===== config.mk =====
export PLATFORM = sky130hd
export DESIGN_NAME = if_fetch
export DESIGN_NICKNAME = d
export VERILOG_FILES = /design/src/rtl/if_fetch_pkg.sv /design/src/rtl/fetch_queue.sv /design/src/rtl/if_fetch.sv
export SDC_FILE = /design/constraint.sdc
export NUM_CORES = 1
export LEC_CHECK = 0
export ABC_AREA = 1
export BUFFER_PORTS_ARGS = -buffer_cell sky130_fd_sc_hd__buf_2
export CAP_MARGIN = 30
export CORE_ASPECT_RATIO = 1.1
export CORE_MARGIN = 2
export CORE_UTILIZATION = 59
export CTS_CLUSTER_SIZE = 20
export DETAILED_ROUTE_END_ITERATION = 10
export PLACE_DENSITY_LB_ADDON = 0.2
export RECOVER_POWER = 100
export SLEW_MARGIN = 20
export SYNTH_ARGS = -nofsm -noshare
export SYNTH_HDL_FRONTEND = slang
export SYNTH_HIERARCHICAL = 1
export SYNTH_SLANG_ARGS = --single-unit
export TNS_END_PERCENT = 100

===== constraint.sdc =====
create_clock -name clk -period 28.8 [get_ports clk]
set_input_delay 0 -clock clk [delete_from_list [all_inputs] [get_ports clk]]
set_output_delay 0 -clock clk [all_outputs]
set_load 0.005 [all_outputs]

===== src/rtl/if_fetch_pkg.sv =====
// Shared types and constants for the instruction-fetch stage.
// Exports PC_START, REG_BUS, INST_BUS, INST_NOP, the fetch-queue entry type
// and a word-alignment helper.
package if_fetch_pkg;

  localparam int REG_BUS  = 64;
  localparam int INST_BUS = 32;

  localparam logic [REG_BUS-1:0]  PC_START = 64'h0000_0000_8000_0000;
  localparam logic [INST_BUS-1:0] INST_NOP = 32'h0000_0013;  // addi x0,x0,0

  // One fetch-queue slot: PC tagged at request time, payload filled later.
  typedef struct packed {
    logic [REG_BUS-1:0]  pc;
    logic [INST_BUS-1:0] inst;
    logic                err;
    logic                filled;
  } fq_entry_t;

  function automatic logic [REG_BUS-1:0] word_align(input logic [REG_BUS-1:0] a);
    return {a[REG_BUS-1:2], 2'b00};
  endfunction

endpackage


===== src/rtl/fetch_queue.sv =====
// In-order fetch queue: slot allocated at request, filled at response, popped by decode.
// Ports: alloc_i/alloc_pc_i, fill_i/fill_inst_i/fill_err_i, pop_i, flush_i;
//        head_vld_o + head fields, occ_o (allocated slots), unfilled_o (awaiting response).
module fetch_queue
  import if_fetch_pkg::*;
#(
  parameter int DEPTH = 4,
  localparam int PW = $clog2(DEPTH),
  localparam int CW = $clog2(DEPTH + 1)
) (
  input  logic                clk,
  input  logic                rst,
  input  logic                alloc_i,
  input  logic [REG_BUS-1:0]  alloc_pc_i,
  input  logic                fill_i,
  input  logic [INST_BUS-1:0] fill_inst_i,
  input  logic                fill_err_i,
  input  logic                pop_i,
  input  logic                flush_i,
  output logic                head_vld_o,
  output logic [REG_BUS-1:0]  head_pc_o,
  output logic [INST_BUS-1:0] head_inst_o,
  output logic                head_err_o,
  output logic [CW-1:0]       occ_o,
  output logic [CW-1:0]       unfilled_o
);

  fq_entry_t     mem_q [DEPTH];
  logic [PW-1:0] wr_ptr_q, fill_ptr_q, rd_ptr_q;
  logic [CW-1:0] occ_q, unf_q;

  always_ff @(posedge clk or posedge rst) begin
    if (rst) begin
      for (int i = 0; i < DEPTH; i++) begin
        mem_q[i] <= '{pc: '0, inst: INST_NOP, err: 1'b0, filled: 1'b0};
      end
      wr_ptr_q   <= '0;
      fill_ptr_q <= '0;
      rd_ptr_q   <= '0;
      occ_q      <= '0;
      unf_q      <= '0;
    end else if (flush_i) begin
      // Flush wins over any same-cycle alloc/fill/pop.
      for (int i = 0; i < DEPTH; i++) begin
        mem_q[i].filled <= 1'b0;
      end
      wr_ptr_q   <= '0;
      fill_ptr_q <= '0;
      rd_ptr_q   <= '0;
      occ_q      <= '0;
      unf_q      <= '0;
    end else begin
      // alloc and fill never target the same slot: fill only hits slots
      // already allocated, and alloc is blocked while the queue is full.
      if (alloc_i) begin
        mem_q[wr_ptr_q] <= '{pc: alloc_pc_i, inst: INST_NOP, err: 1'b0, filled: 1'b0};
        wr_ptr_q        <= wr_ptr_q + PW'(1);
      end
      if (fill_i) begin
        mem_q[fill_ptr_q].inst   <= fill_inst_i;
        mem_q[fill_ptr_q].err    <= fill_err_i;
        mem_q[fill_ptr_q].filled <= 1'b1;
        fill_ptr_q               <= fill_ptr_q + PW'(1);
      end
      if (pop_i) begin
        rd_ptr_q <= rd_ptr_q + PW'(1);
      end
      occ_q <= occ_q + CW'(alloc_i) - CW'(pop_i);
      unf_q <= unf_q + CW'(alloc_i) - CW'(fill_i);
    end
  end

  assign head_vld_o  = (occ_q != '0) && mem_q[rd_ptr_q].filled;
  assign head_pc_o   = mem_q[rd_ptr_q].pc;
  assign head_inst_o = mem_q[rd_ptr_q].inst;
  assign head_err_o  = mem_q[rd_ptr_q].err;
  assign occ_o       = occ_q;
  assign unfilled_o  = unf_q;

endmodule


===== src/rtl/if_fetch.sv =====
// Instruction fetch: owns the fetch PC, issues word requests, queues PC-tagged
// responses for decode, and applies execute redirects (flush + drop stale responses).
// Ports: inst_req_* request channel, inst_rsp_* response beats (never stalled),
//        redirect/redirect_pc from execute, if_*/id_ready handshake to decode.
module if_fetch
  import if_fetch_pkg::*;
#(
  parameter logic [REG_BUS-1:0] PC_RESET = PC_START,
  parameter int                 QDEPTH   = 4
) (
  input  logic                clk,
  input  logic                rst,
  output logic                inst_req_valid,
  input  logic                inst_req_ready,
  output logic [REG_BUS-1:0]  inst_req_addr,
  input  logic                inst_rsp_valid,
  input  logic [INST_BUS-1:0] inst_rsp_data,
  input  logic                inst_rsp_err,
  input  logic                redirect,
  input  logic [REG_BUS-1:0]  redirect_pc,
  output logic                if_valid,
  input  logic                id_ready,
  output logic [INST_BUS-1:0] if_inst,
  output logic [REG_BUS-1:0]  if_pc,
  output logic                if_fault
);

  localparam int CW = $clog2(QDEPTH + 1);

  logic [REG_BUS-1:0]  pc_q, pc_d;
  logic [CW-1:0]       drop_q, drop_d;
  logic [CW-1:0]       occ, unfilled;
  logic                head_vld, head_err;
  logic [REG_BUS-1:0]  head_pc;
  logic [INST_BUS-1:0] head_inst;
  logic                credit_ok, req_hs, rsp_drop, rsp_fill, pop;

  // Every queued slot and every stale response still in flight holds a credit.
  assign credit_ok      = ({1'b0, occ} + {1'b0, drop_q}) < (CW + 1)'(QDEPTH);
  assign inst_req_valid = !rst && !redirect && credit_ok;
  assign inst_req_addr  = word_align(pc_q);
  assign req_hs         = inst_req_valid && inst_req_ready;

  assign rsp_drop = inst_rsp_valid && (drop_q != '0);
  assign rsp_fill = inst_rsp_valid && (drop_q == '0) && (unfilled != '0);
  assign pop      = head_vld && id_ready;

  always_comb begin
    pc_d   = pc_q;
    drop_d = drop_q;
    if (redirect) begin
      pc_d = word_align(redirect_pc);
      // Unfilled slots become stale responses; a beat landing this cycle
      // (whether it would fill or was already stale) is consumed now.
      drop_d = drop_q + unfilled - CW'(rsp_drop || rsp_fill);
    end else begin
      if (req_hs) begin
        pc_d = pc_q + 64'd4;
      end
      if (rsp_drop) begin
        drop_d = drop_q - CW'(1);
      end
    end
  end

  always_ff @(posedge clk or posedge rst) begin
    if (rst) begin
      pc_q   <= PC_RESET;
      drop_q <= '0;
    end else begin
      pc_q   <= pc_d;
      drop_q <= drop_d;
    end
  end

  fetch_queue #(.DEPTH(QDEPTH)) u_fq (
    .clk         (clk),
    .rst         (rst),
    .alloc_i     (req_hs),
    .alloc_pc_i  (inst_req_addr),
    .fill_i      (rsp_fill),
    .fill_inst_i (inst_rsp_data),
    .fill_err_i  (inst_rsp_err),
    .pop_i       (pop),
    .flush_i     (redirect),
    .head_vld_o  (head_vld),
    .head_pc_o   (head_pc),
    .head_inst_o (head_inst),
    .head_err_o  (head_err),
    .occ_o       (occ),
    .unfilled_o  (unfilled)
  );

  // Not masked by redirect: execute squashes whatever decode sees that cycle.
  assign if_valid = head_vld;
  assign if_inst  = head_vld ? head_inst : INST_NOP;
  assign if_pc    = head_vld ? head_pc : '0;
  assign if_fault = head_vld && head_err;

  // A response beat must always correspond to an outstanding request.
  a_rsp_has_owner : assert property (@(posedge clk) disable iff (rst)
    inst_rsp_valid |-> ((drop_q != '0) || (unfilled != '0)));

endmodule


==> tab_implementation.tex <==
\begin{tabular}{lr}
\hline
Metric & Value \\
\hline
\multicolumn{2}{l}{\textbf{Cells and area}} \\
\quad Commonest non-fill, non-tap cells in the layout & sky130\_fd\_sc\_hd\_\_nand2\_1 (757), sky130\_fd\_sc\_hd\_\_o21ai\_0 (645), sky130\_fd\_sc\_hd\_\_dfrtp\_1 (456) \\
\quad Area Overhead vs Synth & 15.4\% \\
\quad Final core occ & between 60\% and 70\% \\
\quad Antenna cells & 0 \\
\quad Final nets & between 3k and 4k \\
\quad Share of final-layout standard cells stronger than drive strength 1 & around a tenth \\
\quad Most common cell after layout, fill and taps aside & sky130\_fd\_sc\_hd\_\_nand2\_1 \\
\multicolumn{2}{l}{\textbf{Critical path}} \\
\quad Cell with the largest stage delay on the worst path & sky130\_fd\_sc\_hd\_\_clkinvlp\_2 \\
\quad Worst-path fanout max & about 110 \\
\quad CP Launch Type & input port \\
\quad Category of the worst setup path capture point & async pin \\
\quad Crit path cell chain & dlygate4sd3\_1 > clkbuf\_1 > clkinvlp\_2 > clkbuf\_1 > clkbuf\_1 > clkbuf\_1 > clkbuf\_1 > clkbuf\_1 \\
\quad WS Path Type & input port to async pin \\
\quad Data required time of the worst path & roughly 29 ns \\
\quad Worst Path Arrival & 12.53 ns \\
\quad CP max stage delay & roughly 2.7 ns \\
\quad Cell with the most instances on the worst path & sky130\_fd\_sc\_hd\_\_clkbuf\_1 \\
\multicolumn{2}{l}{\textbf{Yosys}} \\
\quad Number of storage elements in the synthesis netlist & between 400 and 500 \\
\quad Synth warn & 6 \\
\quad Main combinational cell family by area after synthesis & simple AND/OR/NAND/NOR gates \\
\quad Post-Synth XOR/XNOR Area & under 10\% \\
\quad Synth Flop Type & sky130\_fd\_sc\_hd\_\_dfrtp\_1 \\
\quad Register area share after synthesis & about half \\
\quad Post-synth design cell area & between 20000 and 25000 um2 \\
\quad Average cell area after synthesis & about 7.6 um2 \\
\quad Dominant cell type by area after synthesis & sky130\_fd\_sc\_hd\_\_dfrtp\_1 \\
\quad Compound-Gate Fraction of Synth Area & between 10\% and 20\% \\
\quad Area fraction of the dominant cell type after synthesis & between 40\% and 50\% \\
\quad Simple logic cell fraction of the synthesized area & roughly a quarter \\
\quad Gate Count Post-Synth & about 3.2k \\
\quad Adder and majority gate portion of the synthesized area & 1.27\% \\
\quad Number of flops mapped to enable cells by yosys & 0 \\
\quad Post-synth cell types & between 40 and 50 \\
\quad Async set-reset flop share out of synthesis & 100\% \\
\quad Multiplexer area fraction after synthesis & 0.0409\% \\
\quad Synth top area cells & sky130\_fd\_sc\_hd\_\_dfrtp\_1 (47\%), sky130\_fd\_sc\_hd\_\_o21ai\_0 (12\%), sky130\_fd\_sc\_hd\_\_nand2\_1 (12\%) \\
\multicolumn{2}{l}{\textbf{CTS}} \\
\quad Number of H-tree levels & 2 \\
\quad TritonCTS Buffers & 50 \\
\quad Clock sink count & 469 \\
\quad Clock insertion delay at the later pin of the skew report & $\sim$0.6 ns \\
\quad Clock tree from TritonCTS & done \\
\quad Post-cts resize count & 0 \\
\quad Buffer levels on the longest clock path & 3 \\
\quad CTS Root Buffer Type & sky130\_fd\_sc\_hd\_\_clkbuf\_16 \\
\quad Clock-pin slew on the worst setup and hold paths & roughly 0.060 ns \\
\multicolumn{2}{l}{\textbf{Pwr}} \\
\quad Pint & approximately 1.2 mW \\
\quad Part of the power in registers & 46.4\% \\
\quad PwrDens & about 62 nW/um2 \\
\quad Psw & approximately 0.50 mW \\
\quad Reported leakage power & between 10 and 15 nW \\
\quad Clk pwr share & about 39\% \\
\quad Total power after layout & between 1.5 and 2 mW \\
\quad Combinational Power Share & between 10\% and 20\% \\
\quad Maximum VDD drop & $\sim$0.000042 V \\
\quad Switching power as a share of total power & between 20 and 30\% \\
\multicolumn{2}{l}{\textbf{Timing}} \\
\quad Worst Tran Pin Value & 4.82 ns \\
\quad Total negative setup slack & 0 ns \\
\quad Total of endpoints with negative setup slack in the final report & 0 \\
\quad Final-report hold violation count & 0 \\
\quad Highest Clock Rate & just under 0.08 GHz \\
\quad Shortest period the worst path allows & $\sim$13 ns \\
\quad Final Cycle Share & 43.9\% \\
\quad Final Max Slew Viols & 1387 \\
\quad Slew margin rel. & -223\% \\
\quad Setup repair after global routing missed its margin & no \\
\quad Final setup skew & roughly 0.024 ns \\
\multicolumn{2}{l}{\textbf{Drt}} \\
\quad Wire length after detailed routing & around 73000 um \\
\quad Total DRC errors in the routed layout & 0 \\
\quad Mean number of vias per cell & around 5.7 \\
\quad DR pass1 iterations & 5 \\
\quad Mean routed wirelength per cell & 17.9 um \\
\quad Routed via count & between 20k and 25k \\
\quad Starting DRT DRC Count & between 2k and 2.5k \\
\quad Count of nets left with antenna violations after detail routing & 0 \\
\multicolumn{2}{l}{\textbf{Die}} \\
\quad Die Span Y & between 200 and 250 um \\
\quad Floorplan row count & 78 \\
\quad Full die area & roughly 43000 um2 \\
\quad Boundary Pins & 266 \\
\quad Starting density of the core & between 50\% and 60\% \\
\quad Width of the die & 198 um \\
\quad Placeable core region & approximately 41000 um2 \\
\multicolumn{2}{l}{\textbf{Global routing}} \\
\quad Remaining global-route overflow & 0 \\
\quad Pin count of the biggest net entering global routing & 110 \\
\quad Via count of the first global-routing pass & about 22k \\
\quad GRT met3 Usage & around 6.0\% \\
\quad Total routing usage reported by global routing & 34.1\% \\
\quad Initial antenna violation count & 0 \\
\quad Global-route wire length before repair & 116000 um \\
\quad M1 GR Usage & 44.0\% \\
\quad Most used routing layer & met2 \\
\quad GR Layer Usage met2 & a little under three fifths \\
\multicolumn{2}{l}{\textbf{Flow run}} \\
\quad Max-cap violations & 23 \\
\multicolumn{2}{l}{\textbf{Run status}} \\
\quad Status & complete, but fails checks \\
\quad Failing checks & max-capacitance violations, max-slew violations \\
\multicolumn{2}{l}{\textbf{Placed design}} \\
\quad Hpwl dp & roughly 44000 um \\
\quad RePlAce Congestion & between 0.9 and 1 \\
\quad Port-buffer cells & approximately 260 \\
\multicolumn{2}{l}{\textbf{Min path}} \\
\quad Worst min path class & input port to flop \\
\hline
\end{tabular}
logic make-up after synthesis:
kind of cell | count (synthesis)
AND/OR/NAND/NOR | 1431
AO/OA/AOI/OAI | 745
buffers and inverters | 525
flip-flops | 469
XOR/XNOR | 35
adder cells (fa/ha/maj) | 23
other | 1
multiplexers | 1
through the flow:
| stage | cell area, um2 | cells | hold WS [ns] | setup WS, ns |
|---|---|---|---|---|
| after global routing | 28200 | 4083 | 0.187 | 13.65 |
| after global placement | 25700 | 3882 | -0.0582 | 24.52 |
| final | 28200 | 4083 | 0.184 | 16.15 |
| after detailed placement | 25700 | 3883 | -0.0524 | 24.48 |
| after CTS | 28400 | 4076 | 0.0968 | 24.43 |
| after floorplan | 24500 | 3233 | 0.133 | 17.58 |
routing by layer:
metal  wire length, um  up-vias
met3              6530      166
met1             29600    10958
met4              2500        0
met5                 0        -
li1                  -    10840
met2             34600     1179
synthesized netlist by cell type, types with 3 or more instances:
master,count
sky130_fd_sc_hd__nand3_2,23
sky130_fd_sc_hd__dfstp_2,13
sky130_fd_sc_hd__inv_1,296
sky130_fd_sc_hd__nand2_1,754
sky130_fd_sc_hd__nand2_4,3
sky130_fd_sc_hd__clkbuf_2,3
sky130_fd_sc_hd__clkinv_1,25
sky130_fd_sc_hd__fa_1,3
sky130_fd_sc_hd__buf_6,21
sky130_fd_sc_hd__a21oi_1,14
sky130_fd_sc_hd__xor2_1,21
sky130_fd_sc_hd__buf_4,26
sky130_fd_sc_hd__nand4_1,10
sky130_fd_sc_hd__inv_2,5
sky130_fd_sc_hd__o21ai_1,92
sky130_fd_sc_hd__nand2_2,9
sky130_fd_sc_hd__buf_1,4
sky130_fd_sc_hd__dfrtp_1,456
sky130_fd_sc_hd__clkbuf_1,81
sky130_fd_sc_hd__nor2_4,3
sky130_fd_sc_hd__nand3_1,212
sky130_fd_sc_hd__o21ai_0,601
sky130_fd_sc_hd__ha_1,20
sky130_fd_sc_hd__o211ai_1,5
sky130_fd_sc_hd__o211ai_2,4
sky130_fd_sc_hd__o31ai_1,3
sky130_fd_sc_hd__o21ai_2,4
sky130_fd_sc_hd__xnor2_1,14
sky130_fd_sc_hd__buf_2,63
sky130_fd_sc_hd__o21bai_1,18
sky130_fd_sc_hd__nor2_1,405
sky130_fd_sc_hd__nor2_2,6
final cells by class:
type | count | area [um2]
clock buffer | 71 | 1460
multi-input combinational | 2239 | 10300
inverter | 327 | 1230
tap | 560 | 701
clock inverter | 22 | 284
fill | 3408 | 12800
sequential | 469 | 11800
timing repair buffer | 395 | 2450
critical path: cells and delay by family:
family,cells,cell delay [ns]
buffers and inverters,8,12.43
worst paths after layout:
check	from	slack (ns)	end	depth (start not counted)
max	rst	16.15	async pin	8
min	redirect_pc[19]	0.18	pc_q[19]$_DFFE_PP0P_	4
max reg2reg	u_fq/occ_o[1]$_DFF_PP0_	17.66	flop	12
min reg2reg	flop	0.48	flop	2
max in group clk	u_fq/occ_o[1]$_DFF_PP0_	17.66	flop	12
min in group asynchronous	rst	0.51	drop_q[2]$_DFFE_PP0P_	4
power groups by stage:
stage | Combinational (mW) | Clock [mW] | Sequential, mW
after floorplan | 0.186 | 0 | 0.794
after global placement | 0.238 | 0 | 0.813
after detailed placement | 0.248 | 0 | 0.816
after CTS | 0.262 | 0.685 | 0.805
after global routing | 0.296 | 0.711 | 0.817
final | 0.257 | 0.676 | 0.808
timing repair:
item / in CTS / in global routing
hold endpoints to repair: 361 / 0
setup buffers: 0 / 0
hold buffers: 100 / 0
Power figures use the tool's default switching activity.
